$ cat config.mk
export PLATFORM = sky130hd
export DESIGN_NAME = fetch_control_unit_flat
export DESIGN_NICKNAME = d
export VERILOG_FILES = /design/src/rtl/fetch_control_unit_pkg.sv /design/src/rtl/fetch_control_unit_if.sv /design/src/rtl/fetch_control_unit_decoder.sv /design/src/rtl/fetch_control_unit.sv /design/src/flat_wrapper.sv
export SDC_FILE = /design/constraint.sdc
export NUM_CORES = 1
export LEC_CHECK = 0
export BUFFER_PORTS_ARGS = -buffer_cell sky130_fd_sc_hd__buf_2
export CAP_MARGIN = 20
export CORE_MARGIN = 2
export CORE_UTILIZATION = 24
export CTS_BUF_LIST = sky130_fd_sc_hd__clkbuf_8
export CTS_CLUSTER_DIAMETER = 100
export CTS_CLUSTER_SIZE = 16
export DETAILED_ROUTE_END_ITERATION = 7
export HOLD_SLACK_MARGIN = 0.02
export PLACE_DENSITY = 0.56
export SKIP_LAST_GASP = 1
export SYNTH_ARGS = -nofsm -noshare
export SYNTH_HDL_FRONTEND = slang
export SYNTH_SLANG_ARGS = --single-unit
$ cat constraint.sdc
create_clock -name clk -period 1.55 [get_ports clk]
set_clock_uncertainty 0.15 [all_clocks]
set_input_delay 0.155 -clock clk [delete_from_list [all_inputs] [get_ports clk]]
set_output_delay 0.155 -clock clk [all_outputs]
set_load 0.03 [all_outputs]
$ cat src/rtl/fetch_control_unit_pkg.sv
// Shared constants for the fetch control unit: opcodes, ALU selects and
// the sequencer state encoding.
package fcu_pkg;

  localparam logic [3:0] OP_NOP = 4'h0;
  localparam logic [3:0] OP_LDI = 4'h1;
  localparam logic [3:0] OP_ADD = 4'h2;
  localparam logic [3:0] OP_SUB = 4'h3;
  localparam logic [3:0] OP_AND = 4'h4;
  localparam logic [3:0] OP_OR  = 4'h5;
  localparam logic [3:0] OP_XOR = 4'h6;
  localparam logic [3:0] OP_JMP = 4'h7;
  localparam logic [3:0] OP_JZ  = 4'h8;
  localparam logic [3:0] OP_JC  = 4'h9;
  localparam logic [3:0] OP_HLT = 4'hF;

  localparam logic [2:0] ALU_PASS = 3'b000;
  localparam logic [2:0] ALU_ADD  = 3'b001;
  localparam logic [2:0] ALU_SUB  = 3'b010;
  localparam logic [2:0] ALU_AND  = 3'b011;
  localparam logic [2:0] ALU_OR   = 3'b100;
  localparam logic [2:0] ALU_XOR  = 3'b101;

  typedef enum logic [1:0] {
    ST_IDLE    = 2'b00,
    ST_FETCH   = 2'b01,
    ST_DECODE  = 2'b10,
    ST_EXECUTE = 2'b11
  } state_t;

endpackage

$ cat src/rtl/fetch_control_unit_if.sv
// Bundle of all non-clock/reset signals between the fetch control unit
// and its surroundings (instruction memory, PC and datapath).
interface fetch_control_unit_if #(parameter int WIDTH = 4);

  logic             start;
  logic [WIDTH+3:0] instr_in;
  logic             zero_flag;
  logic             carry_flag;
  logic             pc_enable;
  logic             pc_load;
  logic [WIDTH-1:0] pc_in;
  logic [WIDTH+3:0] ir_out;
  logic [WIDTH-1:0] imm_out;
  logic [2:0]       alu_op;
  logic             acc_load;
  logic             busy;
  logic             halted;
  logic             illegal;

  modport master (
    input  start, instr_in, zero_flag, carry_flag,
    output pc_enable, pc_load, pc_in, ir_out, imm_out, alu_op,
           acc_load, busy, halted, illegal
  );

  modport slave (
    output start, instr_in, zero_flag, carry_flag,
    input  pc_enable, pc_load, pc_in, ir_out, imm_out, alu_op,
           acc_load, busy, halted, illegal
  );

endinterface

$ cat src/rtl/fetch_control_unit_decoder.sv
// Purely combinational opcode decoder; produces requests that the
// sequencer only honours during EXECUTE.
module instr_decoder
  import fcu_pkg::*;
(
  input  logic [3:0] opcode,
  input  logic       zero_flag,
  input  logic       carry_flag,
  output logic [2:0] alu_op,
  output logic       acc_load_req,
  output logic       pc_inc_req,
  output logic       pc_load_req,
  output logic       halt_req,
  output logic       illegal_req
);

  always_comb begin
    alu_op       = ALU_PASS;
    acc_load_req = 1'b0;
    pc_inc_req   = 1'b0;
    pc_load_req  = 1'b0;
    halt_req     = 1'b0;
    illegal_req  = 1'b0;
    case (opcode)
      OP_NOP: pc_inc_req = 1'b1;
      OP_LDI: begin alu_op = ALU_PASS; acc_load_req = 1'b1; pc_inc_req = 1'b1; end
      OP_ADD: begin alu_op = ALU_ADD;  acc_load_req = 1'b1; pc_inc_req = 1'b1; end
      OP_SUB: begin alu_op = ALU_SUB;  acc_load_req = 1'b1; pc_inc_req = 1'b1; end
      OP_AND: begin alu_op = ALU_AND;  acc_load_req = 1'b1; pc_inc_req = 1'b1; end
      OP_OR:  begin alu_op = ALU_OR;   acc_load_req = 1'b1; pc_inc_req = 1'b1; end
      OP_XOR: begin alu_op = ALU_XOR;  acc_load_req = 1'b1; pc_inc_req = 1'b1; end
      OP_JMP: pc_load_req = 1'b1;
      OP_JZ: begin
        pc_load_req = zero_flag;
        pc_inc_req  = ~zero_flag;
      end
      OP_JC: begin
        pc_load_req = carry_flag;
        pc_inc_req  = ~carry_flag;
      end
      OP_HLT: halt_req = 1'b1;
      // Opcodes A-E behave as NOP but are flagged as illegal
      default: begin
        pc_inc_req  = 1'b1;
        illegal_req = 1'b1;
      end
    endcase
  end

endmodule

$ cat src/rtl/fetch_control_unit.sv
// Instruction sequencer: IDLE/FETCH/DECODE/EXECUTE cycle driving PC,
// accumulator and ALU strobes from the instruction register.
module fetch_control_unit
  import fcu_pkg::*;
#(
  parameter int WIDTH = 4
) (
  input  logic                clk,
  input  logic                reset,
  fetch_control_unit_if.master bus
);

  state_t           state_q, state_d;
  logic [WIDTH+3:0] ir_q;
  logic             illegal_q;

  logic [3:0]       opcode;
  logic [2:0]       dec_alu_op;
  logic             acc_load_req, pc_inc_req, pc_load_req, halt_req, illegal_req;
  logic             in_execute;

  assign opcode = ir_q[WIDTH+3:WIDTH];

  instr_decoder u_decoder (
    .opcode       (opcode),
    .zero_flag    (bus.zero_flag),
    .carry_flag   (bus.carry_flag),
    .alu_op       (dec_alu_op),
    .acc_load_req (acc_load_req),
    .pc_inc_req   (pc_inc_req),
    .pc_load_req  (pc_load_req),
    .halt_req     (halt_req),
    .illegal_req  (illegal_req)
  );

  always_ff @(posedge clk) begin
    if (reset) begin
      state_q   <= ST_IDLE;
      ir_q      <= '0;
      illegal_q <= 1'b0;
    end else begin
      state_q <= state_d;
      if (state_q == ST_FETCH)
        ir_q <= bus.instr_in;
      if (state_q == ST_EXECUTE && illegal_req)
        illegal_q <= 1'b1;
    end
  end

  always_comb begin
    state_d = state_q;
    case (state_q)
      ST_IDLE:    if (bus.start) state_d = ST_FETCH;
      ST_FETCH:   state_d = ST_DECODE;
      ST_DECODE:  state_d = ST_EXECUTE;
      ST_EXECUTE: state_d = halt_req ? ST_IDLE : ST_FETCH;
      default:    state_d = ST_IDLE;
    endcase
  end

  // Reset suppresses strobes in the cycle it is applied so an aborted
  // instruction never touches the PC or accumulator.
  assign in_execute = (state_q == ST_EXECUTE) && !reset;

  assign bus.pc_enable = in_execute && pc_inc_req;
  assign bus.pc_load   = in_execute && pc_load_req;
  assign bus.acc_load  = in_execute && acc_load_req;
  assign bus.alu_op    = in_execute ? dec_alu_op : ALU_PASS;
  assign bus.pc_in     = ir_q[WIDTH-1:0];
  assign bus.imm_out   = ir_q[WIDTH-1:0];
  assign bus.ir_out    = ir_q;
  assign bus.busy      = (state_q != ST_IDLE);
  assign bus.halted    = (state_q == ST_IDLE);
  assign bus.illegal   = illegal_q;

endmodule

$ cat src/flat_wrapper.sv
// flat-port wrapper written by rule: the top's interface ports become plain ports
module fetch_control_unit_flat import fcu_pkg::*;
#(
  parameter int WIDTH = 4
)
  (clk, reset, bus_start, bus_instr_in, bus_zero_flag, bus_carry_flag, bus_pc_enable, bus_pc_load, bus_pc_in, bus_ir_out, bus_imm_out, bus_alu_op, bus_acc_load, bus_busy, bus_halted, bus_illegal);
  fetch_control_unit_if #(.WIDTH(WIDTH)) bus_i ();
  input  logic clk;
  input  logic reset;
  input wire logic [$bits(bus_i.start)-1:0] bus_start;
  input wire logic [$bits(bus_i.instr_in)-1:0] bus_instr_in;
  input wire logic [$bits(bus_i.zero_flag)-1:0] bus_zero_flag;
  input wire logic [$bits(bus_i.carry_flag)-1:0] bus_carry_flag;
  output wire logic [$bits(bus_i.pc_enable)-1:0] bus_pc_enable;
  output wire logic [$bits(bus_i.pc_load)-1:0] bus_pc_load;
  output wire logic [$bits(bus_i.pc_in)-1:0] bus_pc_in;
  output wire logic [$bits(bus_i.ir_out)-1:0] bus_ir_out;
  output wire logic [$bits(bus_i.imm_out)-1:0] bus_imm_out;
  output wire logic [$bits(bus_i.alu_op)-1:0] bus_alu_op;
  output wire logic [$bits(bus_i.acc_load)-1:0] bus_acc_load;
  output wire logic [$bits(bus_i.busy)-1:0] bus_busy;
  output wire logic [$bits(bus_i.halted)-1:0] bus_halted;
  output wire logic [$bits(bus_i.illegal)-1:0] bus_illegal;
  assign bus_i.start = bus_start;
  assign bus_i.instr_in = bus_instr_in;
  assign bus_i.zero_flag = bus_zero_flag;
  assign bus_i.carry_flag = bus_carry_flag;
  assign bus_pc_enable = bus_i.pc_enable;
  assign bus_pc_load = bus_i.pc_load;
  assign bus_pc_in = bus_i.pc_in;
  assign bus_ir_out = bus_i.ir_out;
  assign bus_imm_out = bus_i.imm_out;
  assign bus_alu_op = bus_i.alu_op;
  assign bus_acc_load = bus_i.acc_load;
  assign bus_busy = bus_i.busy;
  assign bus_halted = bus_i.halted;
  assign bus_illegal = bus_i.illegal;
  fetch_control_unit #(.WIDTH(WIDTH)) u_core (.clk(clk), .reset(reset), .bus(bus_i));
endmodule
==> metrics.md <==
| Metric | Value |
|---|---|
| Status | `complete, but fails checks` |
| Violations in the final reports | `setup timing` |
| Cell area after synthesis | `678 µm²` |
| Final period utilization | `106%` |
| MaxCap Viol Count | `0` |
| Vias in the first global route | `671` |
| Antenna diode count | `0` |
| Syn_nets | `94` |
| Count of final max-slew check failures | `0` |
| First-pass GRT wire length | `2850 µm` |
| Count of state elements after synthesis | `11` |
| Average detailed-routed wire length per instance | `10.5 µm` |
| Met2 track demand over resource | `19.0%` |
| Final Hold Fails | `0` |
| Met1 GRT Util | `13.0%` |
| Setup violators final | `5` |
| Busiest layer in global routing | `met2` |
| Weighted congestion at the end of routability-driven global placement | `0.786` |
| Startpoint of the lowest-slack register-to-register path | `u_core.state_q[0]$_SDFFE_PP0P_` |
| Final #Nets | `146` |
| Kind of cell adding the most delay to the critical path | `flip-flops` |
| Root buffer selected by CTS | `sky130_fd_sc_hd__clkbuf_8` |
| Maximum fanout encountered on the critical timing path | `5` |
| Total global-route track usage | `10.9%` |
| Vias after detailed routing | `731` |
| Compound-Gate Fraction of Synth Area | `5.54%` |
| Vertical die dimension | `57.2 µm` |
| Final HPWL DP | `1240 µm` |
| Final core occ | `46.0%` |
| Endpoint of the worst hold path | `u_core.bus.ir_out[4]$_SDFFE_PP0N_` |
| Unrepaired setup endpoints after global routing | `yes` |
| Adder-cell area share of the yosys netlist | `5.54%` |
| Startpoint Class | `flip-flop` |
| Cell breakdown of the critical path | `mux2_4 -> nand3_4 -> nor3b_4 -> buf_6` |
| Combined buffer and inverter count along the critical path | `1` |
| Slew of the pin with the lowest slew margin | `0.262 ns` |
| Top_reg_cell synth | `sky130_fd_sc_hd__dfxtp_1` |
| Detail Route Antenna Nets | `0` |
| Depth of the worst hold-timing path | `3` |
| Worst endpoint required time | `1.24 ns` |
| Share of the synthesized area in the top cell type | `32.5%` |
| Share of final-layout standard cells stronger than drive strength 1 | `61.2%` |
| Endpoint kind of the worst setup timing path | `primary output` |
| Final critical-path setup slack | `-0.0970 ns` |
| Post-Synth XOR/XNOR Area | `1.29%` |
| Top-level port count | `38` |
| Total length of routed wires | `1690 µm` |
| Sum of overflow across all layers after global routing | `0` |
| CP max stage cell | `sky130_fd_sc_hd__dfxtp_4` |
| Arrival time reported for the critical path endpoint | `1.34 ns` |
| Total non-filler cell area in the finished layout | `1250 µm²` |
| Port-buffer cells | `37` |
| Core region area | `2710 µm²` |
| Pwr Total | `0.00191 W` |
| Leading cell types by total area after synthesis | `sky130_fd_sc_hd__dfxtp_1 32%, sky130_fd_sc_hd__mux2i_1 13%, sky130_fd_sc_hd__buf_4 8.9%` |
| Worst reg2reg path endpoint | `u_core.state_q[0]$_SDFFE_PP0P_` |
| Number of enable flip-flop cells after synthesis | `0` |
| Number of antenna violations at the first check in global routing | `0` |
| Initial detailed-routing violation count | `8` |
| Total power density per cell area | `1530 nW/µm²` |
| Layout filler cell count | `267` |
| Placed cells | `139` |
| Met3 Use GR | `2.27%` |
| Worst hold path class | `in2reg` |
| Peak ir drop on the vdd network | `0.890 mV` |
| Most frequent cells after synthesis | `11 x sky130_fd_sc_hd__dfxtp_1, 11 x sky130_fd_sc_hd__nor2_1, 9 x sky130_fd_sc_hd__mux2i_1` |
| Portion of netlist area occupied by mux cells | `15.5%` |
| Horizontal extent of the die | `57.2 µm` |
| Dominant combinational cell family by area after synthesis | `simple AND/OR/NAND/NOR gates` |
| Pin count of the biggest net entering global routing | `13` |
| Routed via count divided by cell count | `4.57` |
| Gate count after technology mapping | `78` |
| Clock latency reported for the late side of the worst-skew pair | `0.23 ns` |
| Leakage power | `0.571 nW` |
| Type of the worst setup path | `reg2out` |
| Simple-gate portion of the synthesized area | `23.6%` |
| Worst hold slack | `0.140 ns` |
| Crit path time final | `1.65 ns` |
| Worst relative slew slack | `82.6%` |
| Synthesis-to-layout area growth | `83.9%` |
| Average instance area after synthesis | `8.69 µm²` |
| Maximum cell stage delay along the critical path | `0.37 ns` |
| Maximum operating frequency | `0.607 GHz` |
| Cell row count | `19` |
| TritonCTS Buffers | `3` |
| Fin cells | `160` |
| Number of unique standard cell types used by synthesis | `26` |
| Number of buffers on the longest clock path | `2` |
| Proportion of synthesized flip-flops having asynchronous set or reset | `0%` |
| Post-detailed-placement cell area | `953 µm²` |
| Leading area contributor after synthesis | `sky130_fd_sc_hd__dfxtp_1` |
| Number of cells on the worst reg-to-reg path | `5` |
| Fraction of the yosys area taken by sequential cells | `32.5%` |
| Effective utilization at floorplan | `25.0%` |
| Slack of the worst reg-to-reg path | `0.18 ns` |
| Total number of clock tree sinks | `11` |
| Detailed-routing iteration count for the pre-antenna-repair pass | `4` |
| Hold_sp | `reset` |
| Clock slew at the register clock pins of the worst setup and hold paths | `0.05 ns` |
| Die Area | `3270 µm²` |
| DRC viols | `0` |
| CTS HTree Levels | `1` |
| Clock tree from TritonCTS | `built` |
| Number of warnings printed during yosys synthesis | `0` |
-- sequential cells by signal (all words and copies together), names as in the netlist --
| register | count |
|---|---|
| u_core.bus.illegal | 1 |
| u_core.bus.ir_out | 8 |
| u_core.state_q | 2 |
-- through the flow --
stage	TNS [ns]	setup WS (ns)
floorplan	-0.0367	-0.0367
global placement	0	0.0597
detailed placement	0	0.0272
CTS	-0.301	-0.118
global route	-0.564	-0.162
finish	-0.270	-0.0970
-- per-layer routing --
metal | wire (µm) | share of wire (%) | up-vias
met5 | 0 | 0 | -
met3 | 136 | 8.1 | 2
met2 | 862 | 51 | 37
li1 | - | - | 359
met1 | 678 | 40 | 333
met4 | 9 | 0.53 | 0
-- power by group --
group / total [W] / switching, W / internal (W)
Combinational: 0.00115 / 0.000653 / 0.000494
Clock: 0.000269 / 0.0000958 / 0.000173
Sequential: 0.000494 / 0.000109 / 0.000385
-- layout by cell type, fill, tap and decap left out, types with 2 or more instances in the layout --
| master | count |
|---|---|
| sky130_fd_sc_hd__nor3_4 | 2 |
| sky130_fd_sc_hd__dlygate4sd3_1 | 8 |
| sky130_fd_sc_hd__nand2b_1 | 2 |
| sky130_fd_sc_hd__dfxtp_1 | 5 |
| sky130_fd_sc_hd__nor4_4 | 2 |
| sky130_fd_sc_hd__clkbuf_8 | 3 |
| sky130_fd_sc_hd__mux2i_1 | 9 |
| sky130_fd_sc_hd__ha_4 | 2 |
| sky130_fd_sc_hd__buf_6 | 4 |
| sky130_fd_sc_hd__inv_1 | 6 |
| sky130_fd_sc_hd__buf_4 | 17 |
| sky130_fd_sc_hd__dfxtp_4 | 5 |
| sky130_fd_sc_hd__nor2_1 | 10 |
| sky130_fd_sc_hd__buf_2 | 29 |
-- cell families (layout without fill, tap and decap cells) --
| group | Yosys count | after routing |
|---|---|---|
| buf+inv | 18 | 69 |
| fa+ha+maj | 3 | 3 |
| flops | 11 | 11 |
| compound gates | 6 | 6 |
| mux | 10 | 10 |
| simple gates | 29 | 29 |
| xor+xnor | 1 | 1 |
-- layout make-up --
cell class | instances | area (µm²) | share of cell area (%)
clock inverters | 1 | 3.75 | 0.301
repair buffers | 60 | 425 | 34.1
flip-flops and latches | 11 | 240 | 19.3
inverters | 5 | 18.8 | 1.50
clock buffers | 3 | 41.3 | 3.31
multi-input cells | 49 | 479 | 38.4
well taps | 31 | 38.8 | 3.11
-- worst max path at each step --
stage / cells past startpoint / slack [ns] / startpoint / end
CTS: 4 / -0.12 / u_core.bus.ir_out[4]$_SDFFE_PP0N_ / bus_pc_enable
floorplan: 4 / -0.04 / u_core.bus.ir_out[4]$_SDFFE_PP0N_ / bus_pc_enable
global placement: 4 / 0.06 / u_core.state_q[1]$_SDFFE_PP0P_ / bus_alu_op[0]
global route: 4 / -0.16 / u_core.bus.ir_out[4]$_SDFFE_PP0N_ / bus_pc_enable
detailed placement: 4 / 0.03 / u_core.state_q[0]$_SDFFE_PP0P_ / bus_alu_op[0]
finish: 4 / -0.1 / u_core.bus.ir_out[4]$_SDFFE_PP0N_ / bus_pc_enable
-- tightest hold or removal path: stages --
cell and delay [ns]:
sky130_fd_sc_hd__buf_2 0.09, sky130_fd_sc_hd__buf_4 0.17, sky130_fd_sc_hd__nor2_1 0.06
-- what timing repair did --
item / in CTS / in global routing
hold buffers: 8 / 0
endpoints found under the setup margin: 8 / 15
resized for setup: 19 / 9
hold endpoints to repair: 8 / 0
pin swaps: 2 / 1
setup buffers: 3 / 6
Note: power is estimated with default switching activity, not from simulation.
